==> config.mk <==
export PLATFORM = sky130hd
export DESIGN_NAME = serial_tx_shifter_flat
export DESIGN_NICKNAME = d
export VERILOG_FILES = /design/src/rtl/serial_tx_shifter_pkg.sv /design/src/rtl/serial_tx_shifter_if.sv /design/src/rtl/serial_tx_shifter_bit_period.sv /design/src/rtl/serial_tx_shifter.sv /design/src/flat_wrapper.sv
export SDC_FILE = /design/constraint.sdc
export NUM_CORES = 1
export LEC_CHECK = 0
export CELL_PAD_IN_SITES_DETAIL_PLACEMENT = 1
export CELL_PAD_IN_SITES_GLOBAL_PLACEMENT = 2
export CORE_MARGIN = 2
export CORE_UTILIZATION = 28
export DETAILED_ROUTE_END_ITERATION = 10
export PLACE_DENSITY = 0.74
export RECOVER_POWER = 25
export SETUP_SLACK_MARGIN = 0.02
export SYNTH_ARGS = -nofsm -noshare
export SYNTH_HDL_FRONTEND = slang
export SYNTH_SLANG_ARGS = --single-unit
==> constraint.sdc <==
create_clock -name clk_2 -period 1.5 [get_ports clk_2]
set_input_delay 0.3 -clock clk_2 [delete_from_list [all_inputs] [get_ports clk_2]]
set_output_delay 0.3 -clock clk_2 [all_outputs]
set_load 0.02 [all_outputs]
==> src/rtl/serial_tx_shifter_pkg.sv <==
`default_nettype none
// ============================================================================
// serial_tx_pkg : frame state encoding and line levels for serial_tx_shifter
// Revision      : 1.0
// ============================================================================
package serial_tx_pkg;

  typedef enum logic [1:0] {
    S_IDLE  = 2'd0,
    S_START = 2'd1,
    S_DATA  = 2'd2,
    S_STOP  = 2'd3
  } tx_state_t;

  localparam logic LINE_IDLE  = 1'b1;
  localparam logic LINE_START = 1'b0;
  localparam logic LINE_STOP  = 1'b1;

endpackage
`default_nettype wire

==> src/rtl/serial_tx_shifter_if.sv <==
`default_nettype none
// ============================================================================
// serial_tx_shifter_if : load handshake and serial line bundle
// Revision             : 1.0
// ============================================================================
interface serial_tx_shifter_if #(
  parameter int NBITS = 4
);
  logic [NBITS-1:0] data_in;
  logic             load_valid;
  logic             load_ready;
  logic             ser_out;
  logic             ser_valid;
  logic             busy;
  logic             done;

  modport master (
    output data_in, load_valid,
    input  load_ready, ser_out, ser_valid, busy, done
  );

  modport slave (
    input  data_in, load_valid,
    output load_ready, ser_out, ser_valid, busy, done
  );
endinterface
`default_nettype wire

==> src/rtl/serial_tx_shifter_bit_period.sv <==
`default_nettype none
// ============================================================================
// bit_period_counter : divides clk_2 into serial bit periods, tick on last cycle
// Revision           : 1.0
// ============================================================================
module bit_period_counter #(
  parameter int BIT_CYCLES = 1
) (
  input  wire  clk_2,
  input  wire  reset,
  input  wire  clear,
  output logic tick
);
  localparam int              c_cnt_w = (BIT_CYCLES > 1) ? $clog2(BIT_CYCLES) : 1;
  localparam logic [c_cnt_w-1:0] c_last = c_cnt_w'(BIT_CYCLES - 1);

  logic [c_cnt_w-1:0] r_count;

  // With a single cycle per bit the tick wraps the counter every cycle, pinning it at 0
  always_ff @(posedge clk_2) begin
    if (reset || clear || tick) begin
      r_count <= '0;
    end else begin
      r_count <= r_count + c_cnt_w'(1);
    end
  end

  assign tick = (r_count == c_last);
endmodule
`default_nettype wire

==> src/rtl/serial_tx_shifter.sv <==
`default_nettype none
// ============================================================================
// serial_tx_shifter : parallel-in, framed serial-out transmitter (start, LSB first, stop)
// Revision          : 1.0
// ============================================================================
module serial_tx_shifter
  import serial_tx_pkg::*;
#(
  parameter int NBITS      = 4,
  parameter int BIT_CYCLES = 1
) (
  input wire                 clk_2,
  input wire                 reset,
  serial_tx_shifter_if.slave bus
);
  localparam int                  c_bcnt_w   = $clog2(NBITS + 1);
  localparam logic [c_bcnt_w-1:0] c_last_bit = c_bcnt_w'(NBITS - 1);

  tx_state_t           r_state;
  tx_state_t           w_state_next;
  logic [NBITS-1:0]    r_shreg;
  logic [c_bcnt_w-1:0] r_bit_cnt;
  logic                r_done;
  logic                w_tick;
  logic                w_accept;
  logic                w_state_change;
  logic                w_data_tick;
  logic                w_line;

  bit_period_counter #(
    .BIT_CYCLES (BIT_CYCLES)
  ) u_period (
    .clk_2 (clk_2),
    .reset (reset),
    .clear (w_state_change),
    .tick  (w_tick)
  );

  always_comb begin
    w_state_next = r_state;
    w_line       = LINE_IDLE;
    unique case (r_state)
      S_IDLE: begin
        if (bus.load_valid) w_state_next = S_START;
      end
      S_START: begin
        w_line = LINE_START;
        if (w_tick) w_state_next = S_DATA;
      end
      S_DATA: begin
        w_line = r_shreg[0];
        if (w_tick && (r_bit_cnt == c_last_bit)) w_state_next = S_STOP;
      end
      S_STOP: begin
        w_line = LINE_STOP;
        if (w_tick) w_state_next = S_IDLE;
      end
      default: begin
        w_state_next = S_IDLE;
      end
    endcase
  end

  assign w_accept       = (r_state == S_IDLE) && bus.load_valid;
  assign w_state_change = (w_state_next != r_state);
  assign w_data_tick    = (r_state == S_DATA) && w_tick;

  // Both counters restart on every state change so each phase begins on a fresh bit period
  always_ff @(posedge clk_2) begin
    if (reset) begin
      r_state   <= S_IDLE;
      r_shreg   <= '0;
      r_bit_cnt <= '0;
      r_done    <= 1'b0;
    end else begin
      r_state <= w_state_next;
      r_done  <= (r_state == S_STOP) && w_tick;
      if (w_accept) begin
        r_shreg <= bus.data_in;
      end else if (w_data_tick) begin
        r_shreg <= r_shreg >> 1;
      end
      if (w_state_change) begin
        r_bit_cnt <= '0;
      end else if (w_data_tick) begin
        r_bit_cnt <= r_bit_cnt + c_bcnt_w'(1);
      end
    end
  end

  assign bus.ser_out    = w_line;
  assign bus.ser_valid  = (r_state == S_DATA);
  assign bus.busy       = (r_state != S_IDLE);
  assign bus.load_ready = (r_state == S_IDLE);
  assign bus.done       = r_done;
endmodule
`default_nettype wire

==> src/flat_wrapper.sv <==
// flat-port wrapper written by rule: the top's interface ports become plain ports
module serial_tx_shifter_flat import serial_tx_pkg::*;
#(
  parameter int NBITS      = 4,
  parameter int BIT_CYCLES = 1
)
  (clk_2, reset, bus_data_in, bus_load_valid, bus_load_ready, bus_ser_out, bus_ser_valid, bus_busy, bus_done);
  serial_tx_shifter_if #(.NBITS(NBITS)) bus_i ();
  input wire clk_2;
  input wire reset;
  input wire logic [$bits(bus_i.data_in)-1:0] bus_data_in;
  input wire logic [$bits(bus_i.load_valid)-1:0] bus_load_valid;
  output wire logic [$bits(bus_i.load_ready)-1:0] bus_load_ready;
  output wire logic [$bits(bus_i.ser_out)-1:0] bus_ser_out;
  output wire logic [$bits(bus_i.ser_valid)-1:0] bus_ser_valid;
  output wire logic [$bits(bus_i.busy)-1:0] bus_busy;
  output wire logic [$bits(bus_i.done)-1:0] bus_done;
  assign bus_i.data_in = bus_data_in;
  assign bus_i.load_valid = bus_load_valid;
  assign bus_load_ready = bus_i.load_ready;
  assign bus_ser_out = bus_i.ser_out;
  assign bus_ser_valid = bus_i.ser_valid;
  assign bus_busy = bus_i.busy;
  assign bus_done = bus_i.done;
  serial_tx_shifter #(.NBITS(NBITS), .BIT_CYCLES(BIT_CYCLES)) u_core (.clk_2(clk_2), .reset(reset), .bus(bus_i));
endmodule
==> metrics.md, run 1 <==
| Metric | Value |
|---|---|
| Status | `complete, no violations` |
| Peak VDD IR | `~0.54 mV` |
| Highest clock rate | `between 700 and 800 MHz` |
| Inserted Diodes | `0` |
| Routed WL | `about 1100 µm` |
| Vias | `471` |
| Synth top area cells | `dfxtp_1 (42%), a21oi_1 (6.6%), ha_1 (4.7%)` |
| CP max FO | `4` |
| Reg2reg start | `u_core.r_state[0]` |
| Static leakage | `around 0.30 nW` |
| # nets final | `between 80 and 90` |
| Combined buffer and inverter count along the critical path | `2` |
| Post-Layout Cell Count | `a little over 100` |
| Pwr dens | `between 900 and 1000 mW/mm²` |
| Total power | `approximately 0.69 mW` |
| Max Buffers Root-to-Sink | `2` |
| I/O pin count | `12` |
| Layout cells sized above 1 | `0.321` |
| Die Span Y | `47.4 µm` |
| Delay-heaviest family, CP | `flip-flops` |
| Fin crit share | `0.939` |
| Post-synth top area cell | `dfxtp_1` |
| Post-synth top area share | `0.417` |
| CP Cell Sequence | `or2_2 > inv_1 > buf_2` |
| Initial Utilization | `0.303` |
| Fin. Hold Viols | `0` |
| Worst path max stage delay | `~340 ps` |
| Yosys reg bits | `11` |
| Gpl congestion | `0.629` |
| Commonest cells after routing, fill and taps aside | `buf_4 (9), dfxtp_1 (9), a21oi_1 (7)` |
| Slew Limit Fails | `0` |
| Worst-path clk slew | `70 ps` |
| Multi-input logic area | `between 200 and 300 µm²` |
| Reg2reg setup slack | `approximately 170 ps` |
| FF/Latch Area | `approximately 220 µm²` |
| Post-CTS setup buffers | `0` |
| Post-CTS Resized | `16` |
| Synth Warn # | `0` |
| PortBufs | `11` |
| Total CTS buffers | `3` |
| Iter 0 DRT Violations | `4` |
| Critical Path RT | `about 1200 ps` |
| WP data arrival | `approximately 1100 ps` |
| First-pass GRT wire length | `about 1800 µm` |
| Vias in the first global route | `408` |
| DR DRC count | `0` |
| H-tree depth | `1` |
| Crit end category | `output port` |
| FILL cells | `approximately 230` |
| Area Overhead vs Synth | `36.7%` |
| Total GRT Usage | `0.125` |
| Routed WL per cell | `between 10 and 15 µm` |
| Critical path class | `reg2out` |
| Rows | `15` |
| Post-synthesis cell type count | `22` |
| CTS tree | `yes` |
| Hold wc startpoint | `u_core.r_shreg[0]` |
| Clock Latency Late Sink | `270 ps` |
| RSZ-0062 raised after global routing | `no` |
| Mapped cell area | `528 µm²` |
| Total of max-cap violations | `0` |
| Clk_skew | `approximately 2.5 ps` |
| Largest net degree at the start of global routing | `8` |
| Number of routed nets with antenna violations | `0` |
| DP Cell Count | `99` |
| Core Region | `between 0.0015 and 0.002 mm²` |
| Post-Syn Nets | `65` |
| Initial antenna violation count | `0` |
| Die Width | `around 47 µm` |
| Startpoint Class | `flip-flop` |
| Count of final setup violators | `0` |
| Hold bufs inserted after CTS | `0` |
| DRT Pass-1 Iters | `2` |
| Routed vias/inst | `approximately 4.6` |
| Final hold slack | `between 400 and 500 ps` |
| Type of the worst min-delay path | `reg2reg` |
| Grt total ovfl | `0` |
| CP max stage cell | `dfxtp_2` |
| Sequential fraction of the synthesis area | `0.417` |
| Final HPWL DP | `878 µm` |
| Crit path from | `u_core.r_state[1]` |
| Avg Inst Size Synth | `9.43 µm²` |
| Setup TNS | `0 ps` |
| Clk Tree Root Cell | `clkbuf_4` |
| Fin crit period | `~1400 ps` |
| # clock sinks | `11` |
| Mapped Cells | `56` |
| Die ar. | `roughly 0.0022 mm²` |
==> tightest hold or removal path: stages (launching register included) <==
cell and delay (ps):
dfxtp_1 310, nand3_1 60, a21oi_1 60
==> report_power, final <==
part | internal [mW] | switching (mW)
Clock | 0.103 | 0.102
Combinational | 0.0832 | 0.0779
Sequential | 0.310 | 0.0136
Total | 0.497 | 0.194
==> final timing paths <==
kind | end | cells past startpoint
setup / recovery | bus_load_ready | 3
hold / removal | u_core.r_shreg[0] | 2
setup reg to reg | u_core.r_bit_cnt[2] | 5
hold reg to reg | u_core.r_shreg[0] | 2
==> area by class of cell <==
cell class | instances | share of cell area
Inverter | 4 | 0.0208
Sequential cell | 11 | 0.308
Tap cell | 25 | 0.0433
Clock buffer | 4 | 0.0364
Timing Repair Buffer | 20 | 0.217
Multi-Input combinational cell | 39 | 0.374
==> cells by family after synthesis <==
| logic type | share of synthesized area |
|---|---|
| other | 0.00710 |
| AO/OA/AOI/OAI | 0.171 |
| buffers and inverters | 0.0711 |
| flip-flops | 0.417 |
| XOR/XNOR | 0.0332 |
| adder cells (fa/ha/maj) | 0.0474 |
| AND/OR/NAND/NOR | 0.254 |
==> metrics by stage <==
stage	area [µm²]	utilization	setup slack, ps
after floorplan	528	-	267
after global placement	714	0.409	-48.5
after detailed placement	714	0.409	-76.6
after CTS	733	0.420	23.0
after global routing	722	0.414	30.8
final	722	0.414	91.4
==> routing by layer <==
| layer | share of wire | vias up | GRT usage |
|---|---|---|---|
| li1 | - | 237 | - |
| met1 | 0.48 | 218 | 0.164 |
| met2 | 0.44 | 12 | 0.170 |
| met3 | 0.061 | 4 | 0.0566 |
| met4 | 0.018 | 0 | 0.0667 |
| met5 | 0 | - | 0 |
==> registers in the layout (all words and copies together), names as in the netlist <==
name                     count
u_core.r_bit_cnt             3
u_core.u_period.r_count      1
u_core.r_shreg               4
u_core.r_state               2
u_core.bus.done              1
==> synth_stat cells <==
cell,n
nor3b_1,1
xnor2_1,2
nand2_1,3
or3b_4,2
ha_1,2
or2_2,1
conb_1,1
buf_6,2
a22oi_1,2
nor2_1,4
dfxtp_1,11
nand3b_1,1
and3_1,1
and2b_2,1
o22ai_2,1
nor3_1,3
a21oi_1,7
inv_1,4
o211ai_2,1
nand3_1,3
a211oi_1,2
nor3b_4,1
Note: power is estimated with default switching activity, not from simulation.
==> inputs of run 2 (changes only) <==
ABC_AREA = 1   (was unset)
CORE_ASPECT_RATIO = 0.6   (was unset)
CORE_UTILIZATION = 25   (was 28)
==> metrics.md, run 2 <==
| Metric | Value |
|---|---|
| Largest net degree at the start of global routing | `8 (unchanged)` |
| Vias | `560 (was 471)` |
| Status | `complete, no violations (unchanged)` |
| Worst path max stage delay | `600 ps (was 340 ps)` |
| Vias in the first global route | `534 (was 408)` |
| Iter 0 DRT Violations | `11 (was 4)` |
| Slew Limit Fails | `0 (unchanged)` |
| Top-count cell post-synth | `nand2_1 (was dfxtp_1)` |
| Total of max-cap violations | `0 (unchanged)` |
| M1 wire length | `794 µm (was 552 µm)` |
| Die Span Y | `40.4 µm (was 47.4 µm)` |
| Uppermost layer routed | `met4 (unchanged)` |
| Largest regs | `u_core.r_shreg: 4 flops, u_core.r_bit_cnt: 3 flops, u_core.r_state: 2 flops (unchanged)` |
| Fin crit share | `0.953 (was 0.939)` |
| Yosys reg bits | `11 (unchanged)` |
| Clk_skew | `0.720 ps (was 2.53 ps)` |
| Xor/xnor share of the synthesized area | `0.0159 (was 0.0332)` |
| Number of routed nets with antenna violations | `0 (unchanged)` |
| Die Width | `64.6 µm (was 47.4 µm)` |
| Static leakage | `0.384 nW (was 0.299 nW)` |
| Compound-cell area share of the yosys netlist | `0.0455 (was 0.171)` |
| Most common cell after layout, fill and taps aside | `nand2_1` |
| Reg2reg start | `u_core.u_period.r_count (was u_core.r_state[0])` |
| Delay-heaviest family, CP | `buffers and inverters (was flip-flops)` |
| Routed vias/inst | `4.09 (was 4.57)` |
| Main combinational cell family by area after synthesis | `simple AND/OR/NAND/NOR gates (unchanged)` |
| Peak VDD IR | `0.273 mV (was 0.539 mV)` |
| Type of the worst min-delay path | `reg2reg (unchanged)` |
| Hold wc startpoint | `u_core.r_shreg[3] (was u_core.r_shreg[0])` |
| Post-synthesis adder-cell area fraction | `0.0455 (was 0.0474)` |
| Startpoint Class | `flip-flop (unchanged)` |
| Pwr dens | `943 mW/mm² (was 956 mW/mm²)` |
| Combined buffer and inverter count along the critical path | `1 (was 2)` |
| Initial antenna violation count | `0 (unchanged)` |
| DP Cell Count | `133 (was 99)` |
| Gpl congestion | `0.806 (was 0.629)` |
| WL met2 | `668 µm (was 497 µm)` |
| Synth Warn # | `0 (unchanged)` |
| Avg Inst Size Synth | `6.80 µm² (was 9.43 µm²)` |
| I/O pin count | `12 (unchanged)` |
| Clock Latency Late Sink | `230 ps (was 270 ps)` |
| Mapped cell area | `551 µm² (was 528 µm²)` |
| Die ar. | `0.00261 mm² (was 0.00225 mm²)` |
| Critical path class | `reg2out (unchanged)` |
| Most used flip-flop cell after synthesis | `dfxtp_1 (unchanged)` |
| Crit end category | `output port (unchanged)` |
| Sequential fraction of the synthesis area | `0.400 (was 0.417)` |
| Mux share of post-synthesis cell area | `0 (unchanged)` |
| Asr flop ratio synth | `0 (unchanged)` |
| First-pass GRT wire length | `2460 µm (was 1810 µm)` |
| Fin. Hold Viols | `0 (unchanged)` |
| Commonest cells after routing, fill and taps aside | `nand2_1 (17), nor2_1 (15), inv_1 (12), nand3_1 (12), buf_4 (11) (was buf_4 (9), dfxtp_1 (9), a21oi_1 (7))` |
| Post-synth top area cell | `dfxtp_1 (unchanged)` |
| Synth top cells by count | `nand2_1 (17), nor2_1 (15), inv_1 (12), nand3_1 (12), dfxtp_1 (11) (was dfxtp_1 (11), a21oi_1 (7), inv_1 (4), nor2_1 (4))` |
| Simple-gate portion of the synthesized area | `0.370 (was 0.254)` |
| Largest reg by FF count | `u_core.r_shreg (unchanged)` |
| PortBufs | `11 (unchanged)` |
| Max FFs per register | `4 (unchanged)` |
| Post-synth top area share | `0.400 (was 0.417)` |
| Hold bufs inserted after CTS | `0 (unchanged)` |
| Core Region | `0.00213 mm² (was 0.00175 mm²)` |
| Critical Path RT | `1200 ps (about the same)` |
| Worst-path clk slew | `50 ps (was 70 ps)` |
| Clk Tree Root Cell | `clkbuf_8 (was clkbuf_4)` |
| Routed WL | `1530 µm (was 1140 µm)` |
| Mapped Cells | `81 (was 56)` |
| # clock sinks | `11 (unchanged)` |
| Fin crit period | `1430 ps (was 1410 ps)` |
| WHS Endpoint | `u_core.r_shreg[3] (was u_core.r_shreg[0])` |
| CP max stage cell | `clkdlybuf4s50_1 (was dfxtp_2)` |
| Post-synthesis cell type count | `16 (was 22)` |
| H-tree depth | `1 (unchanged)` |
| Post-Route Utilization | `0.382 (was 0.414)` |
| Routed WL per cell | `11.1 µm (about the same)` |
| WP data arrival | `1130 ps (was 1110 ps)` |
| Setup TNS | `0 ps (unchanged)` |
| Total GRT Usage | `0.137 (was 0.125)` |
| CP Cell Sequence | `clkdlybuf4s50_1 (was or2_2 > inv_1 > buf_2)` |
| Layout cells sized above 1 | `0.215 (was 0.321)` |
| Post-Layout Cell Count | `137 (was 103)` |
| Inserted Diodes | `0 (unchanged)` |
| R2R Path End | `u_core.r_bit_cnt[1] (was u_core.r_bit_cnt[2])` |
| Met3 WL | `50 µm (was 70 µm)` |
| Count of final setup violators | `0 (unchanged)` |
| RSZ-0062 raised after global routing | `no (unchanged)` |
| Final HPWL DP | `1290 µm (was 878 µm)` |
| Hold path depth | `2 (unchanged)` |
| Rows | `13 (was 15)` |
| Post-Syn Nets | `90 (was 65)` |
| Highest clock rate | `699 MHz (was 710 MHz)` |
| Reg2reg setup slack | `200 ps (was 170 ps)` |
| Area Overhead vs Synth | `48.0% (was 36.7%)` |
| Initial Utilization | `0.258 (was 0.303)` |
| CP max FO | `1 (was 4)` |
| DR DRC count | `0 (unchanged)` |
| # nets final | `117 (was 88)` |
| Synth top area cells | `dfxtp_1 (40%), nand2_1 (12%), nand3_1 (11%) (was dfxtp_1 (42%), a21oi_1 (6.6%), ha_1 (4.7%))` |
| CTS tree | `yes (unchanged)` |
| DRT Pass-1 Iters | `4 (was 2)` |
| Max Buffers Root-to-Sink | `2 (unchanged)` |
| Grt total ovfl | `0 (unchanged)` |
| Total CTS buffers | `3 (unchanged)` |
| FF-to-FF path depth | `7 (was 5)` |
| EDFF count, synth | `0 (unchanged)` |
run 2: changes by cell type in the layout (fill, tap and decap cells not counted), sizes merged, moves of 2 or more:
cell    before  now
nor2         4   17
nor3b        2    0
inv          4   14
a21oi        7    1
a22oi        2    0
nand3        3   12
xnor2        2    0
nor3         3    0
a211oi       2    0
nand2        3   18
or3b         2    0
run 2: cell families (layout without fill, tap and decap cells):
kind of cell | Yosys count | in the layout
XOR/XNOR | 1 | 1
other | 1 | 1
AO/OA/AOI/OAI | 4 | 4
AND/OR/NAND/NOR | 47 | 47
buffers and inverters | 15 | 41
adder cells (fa/ha/maj) | 2 | 2
flip-flops | 11 | 11
run 2: repair_timing:
action                                  CTS  global route
cloned                                    0             0
endpoints found under the setup margin    4             1
setup buffers                             0             0
gates resized for setup                   9             1
endpoints found under the hold margin     0             0
run 2: worst max-delay path by stage:
| stage | start | endpoint | slack, ps | depth (start not counted) |
|---|---|---|---|---|
| after floorplan | u_core.r_state[0] | u_core.r_shreg[0] | 210 | 7 |
| after global placement | u_core.r_state[1] | bus_ser_out | -30 | 4 |
| after detailed placement | u_core.r_state[1] | bus_ser_out | -50 | 4 |
| after CTS | u_core.r_state[1] | bus_ser_out | 20 | 4 |
| after global routing | u_core.bus.done | bus_done | 30 | 1 |
| final | u_core.bus.done | bus_done | 70 | 1 |
run 2: area by class of cell:
cell class	instances	area (µm²)
well taps	30	37.5
multi-input cells	55	267
inverters	14	52.6
clock buffers	4	45.0
flip-flops and latches	11	223
repair buffers	23	190
fillers	293	1320
run 2: metal layers:
metal,global-route usage,vias up
li1,-,302
met1,0.171,248
met2,0.227,8
met3,0.0421,2
met4,0.0638,0
met5,0,-
run 2: power by group:
group	total [mW]	switching, mW	leakage, nW	internal (mW)
sequential	0.319	0.0108	0.0908	0.308
clock	0.292	0.106	0.0228	0.186
combinational	0.157	0.0846	0.271	0.0726
run 2: per-stage QoR:
step / hold slack (ps) / cell area [µm²] / power, mW / worst slack, ps
floorplan: 369 / 551 / 0.404 / 209
global placement: 472 / 777 / 0.491 / -27.9
detailed placement: 481 / 777 / 0.493 / -49.4
CTS: 490 / 823 / 0.790 / 22.9
global route: 506 / 815 / 0.820 / 31.1
finish: 491 / 815 / 0.768 / 70.3
